[config.mk]
export PLATFORM = sky130hd
export DESIGN_NAME = lfsr_prbs_sync_check
export DESIGN_NICKNAME = d
export VERILOG_FILES = /design/src/rtl/lfsr_prbs_pkg.sv /design/src/rtl/lfsr_prbs_sync_predict.sv /design/src/rtl/lfsr_prbs_sync_check.sv
export SDC_FILE = /design/constraint.sdc
export NUM_CORES = 1
export LEC_CHECK = 0
export ABC_AREA = 1
export CORE_AREA = 8 8 159 161
export CTS_BUF_LIST = sky130_fd_sc_hd__clkbuf_4
export DETAILED_ROUTE_END_ITERATION = 7
export DIE_AREA = 0 0 167 169
export GPL_TIMING_DRIVEN = 0
export PLACE_DENSITY = 0.85
export SYNTH_ARGS = -nofsm -noshare
export SYNTH_HDL_FRONTEND = slang
export SYNTH_SLANG_ARGS = --single-unit
[constraint.sdc]
create_clock -name clk -period 8.3 [get_ports clk]
set_input_delay 1.66 -clock clk [delete_from_list [all_inputs] [get_ports clk]]
set_output_delay 1.66 -clock clk [all_outputs]
set_load 0.01 [all_outputs]
[src/rtl/lfsr_prbs_pkg.sv]
// Shared definitions for the PRBS checker family.
//  - chk_state_e : checker lock state (PRIME / HUNT / LOCKED) with fixed encodings
//  - popcount()  : number of set bits in a word of up to MaxPopWidth bits
//  - ceil_div()  : constant-friendly ceiling division
package lfsr_prbs_pkg;

  localparam logic [1:0] StatePrime  = 2'd0;
  localparam logic [1:0] StateHunt   = 2'd1;
  localparam logic [1:0] StateLocked = 2'd2;

  typedef enum logic [1:0] {
    StPrime  = StatePrime,
    StHunt   = StateHunt,
    StLocked = StateLocked
  } chk_state_e;

  // Widest word popcount() accepts; callers zero-extend into it.
  localparam int unsigned MaxPopWidth = 1024;

  function automatic int unsigned popcount(input logic [MaxPopWidth-1:0] v);
    int unsigned cnt;
    cnt = 0;
    for (int i = 0; i < MaxPopWidth; i++) begin
      cnt += 32'(v[i]);
    end
    return cnt;
  endfunction

  function automatic int unsigned ceil_div(input int unsigned num, input int unsigned den);
    return (num + den - 1) / den;
  endfunction

endpackage

[src/rtl/lfsr_prbs_sync_predict.sv]
// Combinational self-synchronising predictor.
// Builds the stream {hist_i, word bits in time order}, predicts every word bit from the
// LFSR_WIDTH bits before it and reports the per-bit mismatch.
//  hist_i : last LFSR_WIDTH received bits, hist_i[LFSR_WIDTH-1] oldest
//  data_i : received word (bit order selected by REVERSE)
//  err_o  : per-bit mismatch, same bit order as data_i
//  hist_o : history after this word has been consumed
module lfsr_prbs_sync_predict #(
  parameter int unsigned            LFSR_WIDTH  = 31,
  parameter logic [LFSR_WIDTH-1:0]  LFSR_POLY   = 31'h10000001,
  parameter string                  LFSR_CONFIG = "FIBONACCI",
  parameter bit                     REVERSE     = 1'b0,
  parameter int unsigned            DATA_WIDTH  = 64
) (
  input  logic [LFSR_WIDTH-1:0] hist_i,
  input  logic [DATA_WIDTH-1:0] data_i,
  output logic [DATA_WIDTH-1:0] err_o,
  output logic [LFSR_WIDTH-1:0] hist_o
);

  if (LFSR_CONFIG != "FIBONACCI") begin : g_bad_config
    $error("lfsr_prbs_sync_predict: only FIBONACCI configuration is supported");
  end

  localparam int unsigned SLen = LFSR_WIDTH + DATA_WIDTH;

  // s[k]: k in [0, W) is history (oldest first), k = W + n is word bit n in time order.
  logic [SLen-1:0]       s;
  logic [DATA_WIDTH-1:0] err_t;  // mismatch in time order

  always_comb begin
    s = '0;
    for (int k = 0; k < LFSR_WIDTH; k++) begin
      s[k] = hist_i[LFSR_WIDTH-1-k];
    end
    for (int n = 0; n < DATA_WIDTH; n++) begin
      s[LFSR_WIDTH+n] = REVERSE ? data_i[n] : data_i[DATA_WIDTH-1-n];
    end

    // Tap i refers to b[n-(W-i)], which sits at s[n+i] for word bit n.
    err_t = '0;
    for (int n = 0; n < DATA_WIDTH; n++) begin
      err_t[n] = s[LFSR_WIDTH+n];
      for (int i = 0; i < LFSR_WIDTH; i++) begin
        if (LFSR_POLY[i]) begin
          err_t[n] = err_t[n] ^ s[n+i];
        end
      end
    end

    // A word of W or more zeros can never be valid PRBS, yet it predicts itself cleanly
    // once the history is zero; force it to show as fully errored.
    if ((DATA_WIDTH >= LFSR_WIDTH) && (data_i == '0)) begin
      err_t = '1;
    end

    err_o = '0;
    for (int n = 0; n < DATA_WIDTH; n++) begin
      if (REVERSE) begin
        err_o[n] = err_t[n];
      end else begin
        err_o[DATA_WIDTH-1-n] = err_t[n];
      end
    end

    hist_o = '0;
    for (int j = 0; j < LFSR_WIDTH; j++) begin
      hist_o[j] = s[SLen-1-j];
    end
  end

endmodule

[src/rtl/lfsr_prbs_sync_check.sv]
// Self-synchronising PRBS checker with hunt/lock tracking and saturating error counters.
//  clk, rst_n     : clock, asynchronous active-low reset
//  data_in        : received PRBS word, qualified by data_in_valid (no backpressure)
//  clear          : synchronous pulse zeroing both error counters
//  error_out      : per-bit mismatch of the last accepted word, qualified by error_valid
//  locked         : checker is in LOCKED
//  bit_err_count  : saturating count of mismatched bits seen while locked
//  word_err_count : saturating count of errored words seen while locked
module lfsr_prbs_sync_check
  import lfsr_prbs_pkg::*;
#(
  parameter int unsigned            LFSR_WIDTH    = 31,
  parameter logic [LFSR_WIDTH-1:0]  LFSR_POLY     = 31'h10000001,
  parameter string                  LFSR_CONFIG   = "FIBONACCI",
  parameter bit                     REVERSE       = 1'b0,
  parameter int unsigned            DATA_WIDTH    = 64,
  parameter int unsigned            LOCK_COUNT    = 16,
  parameter int unsigned            UNLOCK_COUNT  = 4,
  parameter int unsigned            ERR_CNT_WIDTH = 32
) (
  input  logic                     clk,
  input  logic                     rst_n,
  input  logic [DATA_WIDTH-1:0]    data_in,
  input  logic                     data_in_valid,
  input  logic                     clear,
  output logic [DATA_WIDTH-1:0]    error_out,
  output logic                     error_valid,
  output logic                     locked,
  output logic [ERR_CNT_WIDTH-1:0] bit_err_count,
  output logic [ERR_CNT_WIDTH-1:0] word_err_count
);

  if (LFSR_CONFIG != "FIBONACCI") begin : g_bad_config
    $error("lfsr_prbs_sync_check: only FIBONACCI configuration is supported");
  end

  localparam int unsigned PrimeWords = ceil_div(LFSR_WIDTH, DATA_WIDTH);
  localparam int unsigned PrimeW     = $clog2(PrimeWords + 1);
  localparam int unsigned RunW       = $clog2(LOCK_COUNT + 1);
  localparam int unsigned BadW       = $clog2(UNLOCK_COUNT + 1);
  // Sum width wide enough for counter plus a full-word popcount without wrapping.
  localparam int unsigned SumW       = ((ERR_CNT_WIDTH > 32) ? ERR_CNT_WIDTH : 32) + 1;

  chk_state_e               state_q, state_d;
  logic [PrimeW-1:0]        prime_q, prime_d, prime_inc;
  logic [RunW-1:0]          run_q, run_d, run_inc;
  logic [BadW-1:0]          bad_q, bad_d, bad_inc;
  logic [LFSR_WIDTH-1:0]    hist_q, hist_d;
  logic [DATA_WIDTH-1:0]    err_q, err_d;
  logic                     err_valid_q, err_valid_d;
  logic [ERR_CNT_WIDTH-1:0] bit_cnt_q, bit_cnt_d;
  logic [ERR_CNT_WIDTH-1:0] word_cnt_q, word_cnt_d;

  logic [DATA_WIDTH-1:0]    pred_err;
  logic [LFSR_WIDTH-1:0]    pred_hist;
  logic                     word_bad;
  int unsigned              pop;
  logic [SumW-1:0]          bit_sum;

  lfsr_prbs_sync_predict #(
    .LFSR_WIDTH  (LFSR_WIDTH),
    .LFSR_POLY   (LFSR_POLY),
    .LFSR_CONFIG (LFSR_CONFIG),
    .REVERSE     (REVERSE),
    .DATA_WIDTH  (DATA_WIDTH)
  ) u_predict (
    .hist_i (hist_q),
    .data_i (data_in),
    .err_o  (pred_err),
    .hist_o (pred_hist)
  );

  always_comb begin
    prime_inc = prime_q + PrimeW'(1);
    run_inc   = run_q + RunW'(1);
    bad_inc   = bad_q + BadW'(1);
    word_bad  = |pred_err;
    pop       = popcount(MaxPopWidth'(pred_err));
    bit_sum   = SumW'(bit_cnt_q) + SumW'(pop);

    state_d     = state_q;
    prime_d     = prime_q;
    run_d       = run_q;
    bad_d       = bad_q;
    hist_d      = hist_q;
    err_d       = err_q;
    err_valid_d = 1'b0;
    bit_cnt_d   = bit_cnt_q;
    word_cnt_d  = word_cnt_q;

    if (data_in_valid) begin
      hist_d = pred_hist;
      err_d  = pred_err;
      unique case (state_q)
        StPrime: begin
          if (prime_inc == PrimeW'(PrimeWords)) begin
            state_d = StHunt;
            prime_d = '0;
          end else begin
            prime_d = prime_inc;
          end
        end
        StHunt: begin
          err_valid_d = 1'b1;
          if (word_bad) begin
            run_d = '0;
          end else if (run_inc == RunW'(LOCK_COUNT)) begin
            state_d = StLocked;
            run_d   = '0;
          end else begin
            run_d = run_inc;
          end
        end
        StLocked: begin
          err_valid_d = 1'b1;
          // Counted before any unlock so the word that drops lock is included.
          if (bit_sum > SumW'({ERR_CNT_WIDTH{1'b1}})) begin
            bit_cnt_d = '1;
          end else begin
            bit_cnt_d = bit_sum[ERR_CNT_WIDTH-1:0];
          end
          if (word_bad && !(&word_cnt_q)) begin
            word_cnt_d = word_cnt_q + ERR_CNT_WIDTH'(1);
          end
          if (!word_bad) begin
            bad_d = '0;
          end else if (bad_inc == BadW'(UNLOCK_COUNT)) begin
            state_d = StHunt;
            bad_d   = '0;
          end else begin
            bad_d = bad_inc;
          end
        end
        default: begin
          state_d = StPrime;
        end
      endcase
    end

    // clear wins over a same-cycle increment.
    if (clear) begin
      bit_cnt_d  = '0;
      word_cnt_d = '0;
    end
  end

  always_ff @(posedge clk or negedge rst_n) begin
    if (!rst_n) begin
      state_q     <= StPrime;
      prime_q     <= '0;
      run_q       <= '0;
      bad_q       <= '0;
      hist_q      <= '0;
      err_q       <= '0;
      err_valid_q <= 1'b0;
      bit_cnt_q   <= '0;
      word_cnt_q  <= '0;
    end else begin
      state_q     <= state_d;
      prime_q     <= prime_d;
      run_q       <= run_d;
      bad_q       <= bad_d;
      hist_q      <= hist_d;
      err_q       <= err_d;
      err_valid_q <= err_valid_d;
      bit_cnt_q   <= bit_cnt_d;
      word_cnt_q  <= word_cnt_d;
    end
  end

  assign error_out      = err_q;
  assign error_valid    = err_valid_q;
  assign locked         = (state_q == StLocked);
  assign bit_err_count  = bit_cnt_q;
  assign word_err_count = word_cnt_q;

endmodule

==> impl_metrics.json, run 1 <==
{
  "cpPeakStageDelay_ns": 0.55,
  "grt_max_degree": 121,
  "drtIter0Drc": 1654,
  "synth_edf_count": 0,
  "via_per_inst": 5.73,
  "avgRoutedWirePerCell_um": 20.1,
  "synth_seq_cells": 170,
  "hp-class": "flip-flop to flip-flop",
  "detailed_place_hpwl_um": 34600,
  "antenna_found_initial": 1,
  "reg2reg_slack_ns": 0.90,
  "htreeDepth": 4,
  "cts_sinks": 170,
  "area_growth_pct": 27.1,
  "timing.rr.start": "hist_q[16]",
  "crit_type": "primary input to flip-flop",
  "die_h_um": 169,
  "routabilityCongestion": 0.999,
  "ant_nets": 0,
  "r2r-end": "bit_err_count[20]",
  "rsz0062_at_grt": "yes",
  "overflow": 0,
  "outcome": "finished, violations left",
  "ys_seq_area_frac": 0.344,
  "coreArea_mm2": 0.0229,
  "crit_arrival_ns": 8.95,
  "crit_fanout": 8,
  "crit_start": "data_in[30]",
  "fill_cells": 1960,
  "finalHoldViolCount": 0,
  "relSlewSlack": 0.453,
  "fmaxAchievable_mhz": 118,
  "setup.worst_path.start_class": "primary input",
  "synth_cell_types": 37,
  "ys.flop_type": "dfrtp_1",
  "routed_wl_um": 45400,
  "dr.pass1.iters": 8,
  "reg2regPathDepth": 31,
  "layout_commonest_cell": "nand2_1",
  "synth_top_area_frac": 0.344,
  "drc_errors": 0,
  "postSynthAreaPerCell_um2": 7.24,
  "ys.warnings.count": 0,
  "die_area_mm2": 0.0282,
  "layout.nets": 2116,
  "grt_pass1_wl_um": 68700,
  "clk_latency_ns": 0.63,
  "grt_usage": 0.311,
  "cts_tree": "yes",
  "final_cell_area_mm2": 0.0157,
  "crit_path_end_kind": "flip-flop",
  "dpl_cell_area_mm2": 0.0148,
  "vias": 12900,
  "ys_top_cells_by_area": "dfrtp_1, nand2_1, fa_1",
  "required_ns": 8.81,
  "holdPathEnd": "error_out[11]",
  "path_clk_slew_ns": 0.17,
  "period_needed_ns": 8.44,
  "min_from": "error_out[11]",
  "setup_slack_ns": -0.144,
  "port_buffers": 196,
  "clockBufferDepth": 2,
  "setup_violations": 8,
  "violations": "negative setup slack",
  "synthCells": 1707,
  "start_util": 0.539,
  "final_cell_mix": "nand2_1, inv_1, dfrtp_1",
  "final.setup_skew_ns": 0.0647,
  "maxCapViolCount": 0,
  "worst_slew_pin_slew_ns": 0.820,
  "synth_nets": 1866,
  "finalMaxSlewViolations": 0,
  "yosys.area.top_type": "dfrtp_1",
  "rows": 56,
  "pre_cts_ws_ns": -1.79,
  "grt_pass1_vias": 12400,
  "hold_buffers": 0,
  "whs_path_depth": 2,
  "root_buffer": "clkbuf_4",
  "async_flop_share": 1.00,
  "ios": 198,
  "synth_area_mm2": 0.0124,
  "numCtsBuffers": 17,
  "critical-path-slowest-cell": "fa_1",
  "die_w_um": 167,
  "min_period_over_period": 1.02,
  "critical_path.most_common_cell": "fa_1",
  "drive_gt1_frac": 0.139
}
## cell usage after synthesis (2+ instances only)
library cell / n
a21oi_1: 26
a22o_1: 4
a31oi_1: 45
buf_2: 2
buf_6: 6
clkbuf_1: 38
clkinv_1: 2
dfrtp_1: 170
fa_1: 56
ha_1: 35
inv_1: 198
inv_2: 8
nand2_1: 599
nand2_2: 2
nand2_4: 3
nand3_1: 93
nand3b_1: 4
nand4_1: 15
nor2_1: 151
nor3_1: 27
nor4_1: 9
o21ai_0: 99
o22ai_1: 2
o31ai_1: 29
or2_2: 2
xnor2_1: 17
xor2_1: 55
## timing repair
item	CTS	global route
resized for setup	296	195
setup buffers	17	15
gates cloned	0	2
pin swaps	30	43
endpoints found under the setup margin	32	32
## final cells by class
class                      instances  area, um^2  area share
multi-input combinational       1281        7560       0.481
sequential                       170        4250       0.271
timing repair buffer             231        2100       0.134
inverter                         209         815      0.0519
tap                              290         363      0.0231
buffer                            47         324      0.0206
clock buffer                      22         165      0.0105
clock inverter                    10         119     0.00757
antenna                            1        2.50    0.000159
## how the worst max path moves through the flow
stage | to | slack, ns | depth (start not counted)
CTS | bit_err_count[22] | 0.001 | 37
global route | bit_err_count[20] | -0.40 | 37
finish | bit_err_count[20] | -0.14 | 37
detailed placement | bit_err_count[8] | -1.79 | 37
global placement | bit_err_count[4] | -1.69 | 37
floorplan | bit_err_count[25] | -0.14 | 37
## sequential cells by signal, indices dropped and copies added, names as in the netlist
name / cells
error_valid: 1
run_q: 5
hist_q: 31
error_out: 64
bad_q: 3
bit_err_count: 32
word_err_count: 32
state_q: 2
## per-layer routing
metal  vias to the layer above  share of wire  wire length, um  global-route usage
met3                       140          0.098             4470              0.0748
met4                         0          0.039             1770               0.122
li1                       5929              -                -                   -
met2                       678           0.46            20800               0.488
met1                      6200           0.40            18300               0.411
met5                         -              0                0                   0
## worst max-delay path: cells and delay by family
kind                       cells  cell delay (ns)
adders and majority gates     10             4.56
and+or+nand+nor               16             1.54
buffers and inverters          8             0.78
AOI/OAI and AO/OA              2             0.21
xor gates and xnor gates       1             0.17
## stage by stage
stage / TNS, ns / hold slack (ns) / std cells / utilization
floorplan: -1.26 / 0.467 / 1707 / -
global placement: -319.21 / 0.473 / 2193 / 0.647
detailed placement: -53.00 / 0.479 / 2194 / 0.648
CTS: 0 / 0.513 / 2243 / 0.668
global route: -7.23 / 0.541 / 2261 / 0.686
finish: -0.331 / 0.510 / 2261 / 0.686
## logic make-up after synthesis
group,Yosys count,share of synthesized area
buffers and inverters,256,0.0820
and+or+nand+nor,911,0.300
adders and majority gates,91,0.126
xor gates and xnor gates,72,0.0510
AOI/OAI and AO/OA,207,0.0962
DFF,170,0.344
Power of run 1 is left out: the tool's default activity adds up to more than one toggle a clock period on the data nets, which glitch-free logic cannot reach.
==> inputs of run 2 (changes only) <==
--- a/config.mk
+++ b/config.mk
@@ -12,6 +12,7 @@
 export DIE_AREA = 0 0 167 169
 export GPL_TIMING_DRIVEN = 0
 export PLACE_DENSITY = 0.85
+export RECOVER_POWER = 100
 export SYNTH_ARGS = -nofsm -noshare
 export SYNTH_HDL_FRONTEND = slang
 export SYNTH_SLANG_ARGS = --single-unit
==> constraint.sdc (replaced) <==
create_clock -name clk -period 8.3 [get_ports clk]
set_input_delay 1.66 -clock clk [delete_from_list [all_inputs] [get_ports clk]]
set_output_delay 1.66 -clock clk [all_outputs]
set_load 0.1 [all_outputs]
==> impl_metrics.json, run 2 (synthesized netlist as in run 1, its figures left out) <==
{
  "outcome": "finished, violations left",
  "violations": "max-capacitance violations, max-slew violations, negative setup slack",
  "cts_tree": "yes",
  "layout_commonest_cell": "nand2_1",
  "required_ns": 8.86,
  "port_buffers": 196,
  "drive_gt1_frac": 0.147,
  "avgRoutedWirePerCell_um": 19.4,
  "cts_sinks": 170,
  "worst_slew_pin_slew_ns": 3.41,
  "crit_fanout": 6,
  "dr.pass1.iters": 6,
  "dpl_cell_area_mm2": 0.0149,
  "period_needed_ns": 8.44,
  "routabilityCongestion": 1.05,
  "crit_path_end_kind": "flip-flop",
  "grt_pass1_wl_um": 66400,
  "grt_max_degree": 112,
  "grt_usage": 0.297,
  "drc_errors": 0,
  "fill_cells": 1833,
  "crit_arrival_ns": 9.00,
  "root_buffer": "clkbuf_4",
  "critical-path-slowest-cell": "fa_2",
  "drtIter0Drc": 1718,
  "clk_latency_ns": 0.63,
  "final_cell_area_mm2": 0.0158,
  "numCtsBuffers": 17,
  "finalMaxSlewViolations": 173,
  "cpPeakStageDelay_ns": 0.60,
  "crit_type": "primary input to flip-flop",
  "coreArea_mm2": 0.0229,
  "die_h_um": 169,
  "die_w_um": 167,
  "routed_wl_um": 44100,
  "rows": 56,
  "maxCapViolCount": 2,
  "grt_pass1_vias": 12300,
  "via_per_inst": 5.82,
  "hp-class": "flip-flop to flip-flop",
  "overflow": 0,
  "antenna_found_initial": 1,
  "setup_slack_ns": -0.141,
  "die_area_mm2": 0.0282,
  "fmaxAchievable_mhz": 118,
  "final_cell_mix": "nand2_1, inv_1, dfrtp_1",
  "finalHoldViolCount": 0,
  "hold_buffers": 0,
  "setup_violations": 31,
  "ios": 198,
  "rsz0062_at_grt": "yes",
  "area_growth_pct": 28.1,
  "htreeDepth": 4,
  "min_period_over_period": 1.02,
  "ant_nets": 0,
  "start_util": 0.539,
  "relSlewSlack": -1.27,
  "finalSetupTns_ns": -2.15,
  "layout.nets": 2125,
  "critical_path.most_common_cell": "fa_1",
  "path_clk_slew_ns": 0.16,
  "vias": 13200,
  "largest_register_ffs": 64,
  "clockBufferDepth": 2,
  "detailed_place_hpwl_um": 33200,
  "setup.worst_path.start_class": "primary input",
  "final.setup_skew_ns": 0.0321
}
## run 2: changes by cell type in the layout (fill, tap and decap cells not counted), moves of 5 or more
cell	change
nor2_1	-7
buf_6	+10
o21ai_2	-7
nor2_2	+6
buf_4	+12
buf_2	-5
nand2_2	+6
clkbuf_4	-7
o21ai_1	+6
nand2_1	-6
## run 2: final timing paths
kind,startpoint,end,slack [ns],cells after the start
max in group asynchronous,rst_n,error_out[59],2.15,2
max reg2reg,hist_q[2],bit_err_count[25],0.71,29
max,data_in[5],bit_err_count[17],-0.14,38
min,error_out[21],error_out[21],0.50,2
min reg2reg,error_out[21],error_out[21],0.50,2
min in group asynchronous,rst_n,error_out[39],2.16,1
## run 2: timing repair
item                       in CTS  in global routing
pin swaps                      27                 63
cloned                          0                  1
setup endpoints to repair      32                 32
gates resized for setup       292                229
setup buffers                  12                 30
## run 2: worst max-delay path, delay by kind of cell
kind            cells  cell delay, ns
simple gates       15            1.54
fa+ha+maj           9            4.45
buf+inv            11            1.07
compound gates      3            0.26
## run 2: final cells by class
cell class	instances	area, um^2	share of cell area
Multi-Input combinational cell	1281	7590	0.480
Sequential cell	170	4250	0.269
Timing Repair Buffer	240	2180	0.138
Inverter	209	810	0.0512
Tap cell	290	363	0.0229
Buffer	47	335	0.0212
Clock inverter	14	145	0.00918
Clock buffer	18	135	0.00854
Antenna cell	1	2.50	0.000158
## run 2: metal layers
layer / up-vias / GRT usage / share of wire
met5: - / 0 / 0
met4: 0 / 0.124 / 0.047
met3: 185 / 0.0662 / 0.11
met2: 863 / 0.469 / 0.45
met1: 6220 / 0.391 / 0.39
li1: 5949 / - / -
## run 2: per-stage QoR
step | utilization | worst slack, ns | hold WS, ns | std cells
2_1_floorplan | - | -0.0639 | 0.467 | 1707
3_3_place_gp | 0.647 | -1.49 | 0.468 | 2193
3_5_place_dp | 0.649 | -1.61 | 0.473 | 2194
4_1_cts | 0.663 | 0.00588 | 0.516 | 2238
5_1_grt | 0.690 | -0.284 | 0.529 | 2270
6_report | 0.690 | -0.141 | 0.505 | 2270
Power of run 2 is left out for the same reason.
==> inputs of run 3 (changes only) <==
--- a/config.mk
+++ b/config.mk
@@ -7,11 +7,12 @@
 export LEC_CHECK = 0
 export ABC_AREA = 1
 export CORE_AREA = 8 8 159 161
-export CTS_BUF_LIST = sky130_fd_sc_hd__clkbuf_4
+export CTS_BUF_LIST = sky130_fd_sc_hd__clkbuf_4 sky130_fd_sc_hd__clkbuf_8
 export DETAILED_ROUTE_END_ITERATION = 7
 export DIE_AREA = 0 0 167 169
+export DONT_BUFFER_PORTS = 1
 export GPL_TIMING_DRIVEN = 0
-export PLACE_DENSITY = 0.85
+export PLACE_DENSITY = 0.74
 export RECOVER_POWER = 100
 export SYNTH_ARGS = -nofsm -noshare
 export SYNTH_HDL_FRONTEND = slang
==> impl_metrics.json, run 3 (synthesized netlist as in run 1, its figures left out) <==
{
  "grt_max_degree": 171,
  "drc_errors": 0,
  "largest_register_ffs": 64,
  "relSlewSlack": 0.261,
  "crit_path_end_kind": "flip-flop",
  "avgRoutedWirePerCell_um": 20.2,
  "critical_path.most_common_cell": "fa_1",
  "die_h_um": 169,
  "vias": 11900,
  "cpPeakStageDelay_ns": 0.56,
  "finalHoldViolCount": 0,
  "rsz0062_at_grt": "yes",
  "grt_pass1_wl_um": 63400,
  "grt_pass1_vias": 11100,
  "cts_tree": "yes",
  "routed_wl_um": 41600,
  "cts_sinks": 170,
  "period_needed_ns": 8.29,
  "setup_violations": 0,
  "rows": 56,
  "wl_met2_um": 18000,
  "hold_buffers": 0,
  "setup.worst_path.start_class": "primary input",
  "crit_arrival_ns": 8.64,
  "layout.nets": 1910,
  "htreeDepth": 4,
  "path_clk_slew_ns": 0.09,
  "outcome": "finished, final reports clean",
  "overflow": 0,
  "critical-path-slowest-cell": "fa_1",
  "die_w_um": 167,
  "antenna_found_initial": 0,
  "highest_layer": "met4",
  "placed_cells": 1997,
  "grt_usage": 0.289,
  "final.setup_skew_ns": 0.0242,
  "via_per_inst": 5.78,
  "fill_cells": 2098,
  "drtIter0Drc": 1527,
  "min_period_over_period": 0.999,
  "clockBufferDepth": 2,
  "layout_commonest_cell": "nand2_1",
  "crit_fanout": 9,
  "layoutNonFillerInstCount": 2054,
  "coreArea_mm2": 0.0229,
  "root_buffer": "clkbuf_8",
  "antenna_cells": 0,
  "ant_nets": 0,
  "numCtsBuffers": 17,
  "drive_gt1_frac": 0.110,
  "final_cell_mix": "nand2_1, inv_1, dfrtp_1",
  "crit_type": "primary input to flip-flop",
  "routabilityCongestion": 0.986,
  "wl_met3_um": 4730,
  "required_ns": 8.65,
  "worst_slew_pin_slew_ns": 1.11,
  "fmaxAchievable_mhz": 121,
  "port_buffers": 0,
  "die_area_mm2": 0.0282,
  "clk_latency_ns": 0.48,
  "finalMaxSlewViolations": 0,
  "area_growth_pct": 12.4,
  "maxCapViolCount": 0,
  "drt-met1-wl_um": 17300,
  "dr.pass1.iters": 6,
  "start_util": 0.539,
  "ios": 198,
  "detailed_place_hpwl_um": 32300,
  "hp-class": "flip-flop to flip-flop"
}
## run 3: worst max-delay path: cells and delay by family
kind	cells	cell delay, ns
fa+ha+maj	10	4.57
buf+inv	8	0.78
simple gates	15	1.28
compound gates	3	0.33
## run 3: stage by stage
stage,worst slack (ns),hold slack [ns],setup TNS [ns],instance area (um^2),utilization
global route,-0.245,0.530,-4.57,13900,0.606
detailed placement,-0.927,0.488,-24.79,12900,0.562
global placement,-0.809,0.486,-22.02,12900,0.562
CTS,0.00466,0.510,0,13500,0.590
floorplan,-0.0639,0.467,-0.392,12500,-
finish,0.0107,0.506,0,13900,0.606
## run 3: final cells by class
type,count,area (um^2),share of cell area
Multi-Input combinational cell,1281,7480,0.539
Sequential cell,170,4250,0.306
Inverter,209,808,0.0582
Tap cell,290,363,0.0261
Buffer,47,345,0.0249
Clock buffer,21,283,0.0204
Timing Repair Buffer,25,213,0.0153
Clock inverter,11,134,0.00964
## run 3: repair_timing
item | 4_1_cts | 5_1_grt
pin swaps | 22 | 28
endpoints found under the setup margin | 32 | 32
setup buffers | 13 | 10
resized for setup | 38 | 100
gates cloned | 0 | 2
## run 3: path summary, 6_finish.rpt
kind / endpoint / cells past startpoint / start / slack (ns)
max reg2reg: bit_err_count[25] / 30 / hist_q[2] / 0.81
max: bit_err_count[25] / 36 / data_in[1] / 0.01
min in group asynchronous: error_out[36] / 0 / rst_n / 0.87
min: state_q[1] / 2 / state_q[1] / 0.51
max in group asynchronous: error_out[4] / 0 / rst_n / 7.20
min reg2reg: state_q[1] / 2 / state_q[1] / 0.51
## run 3: routing by layer
metal	global-route usage	vias to the layer above
met4	0.116	0
met2	0.435	616
met1	0.392	5630
li1	-	5515
met3	0.0762	105
met5	0	-
Power of run 3 is left out for the same reason.
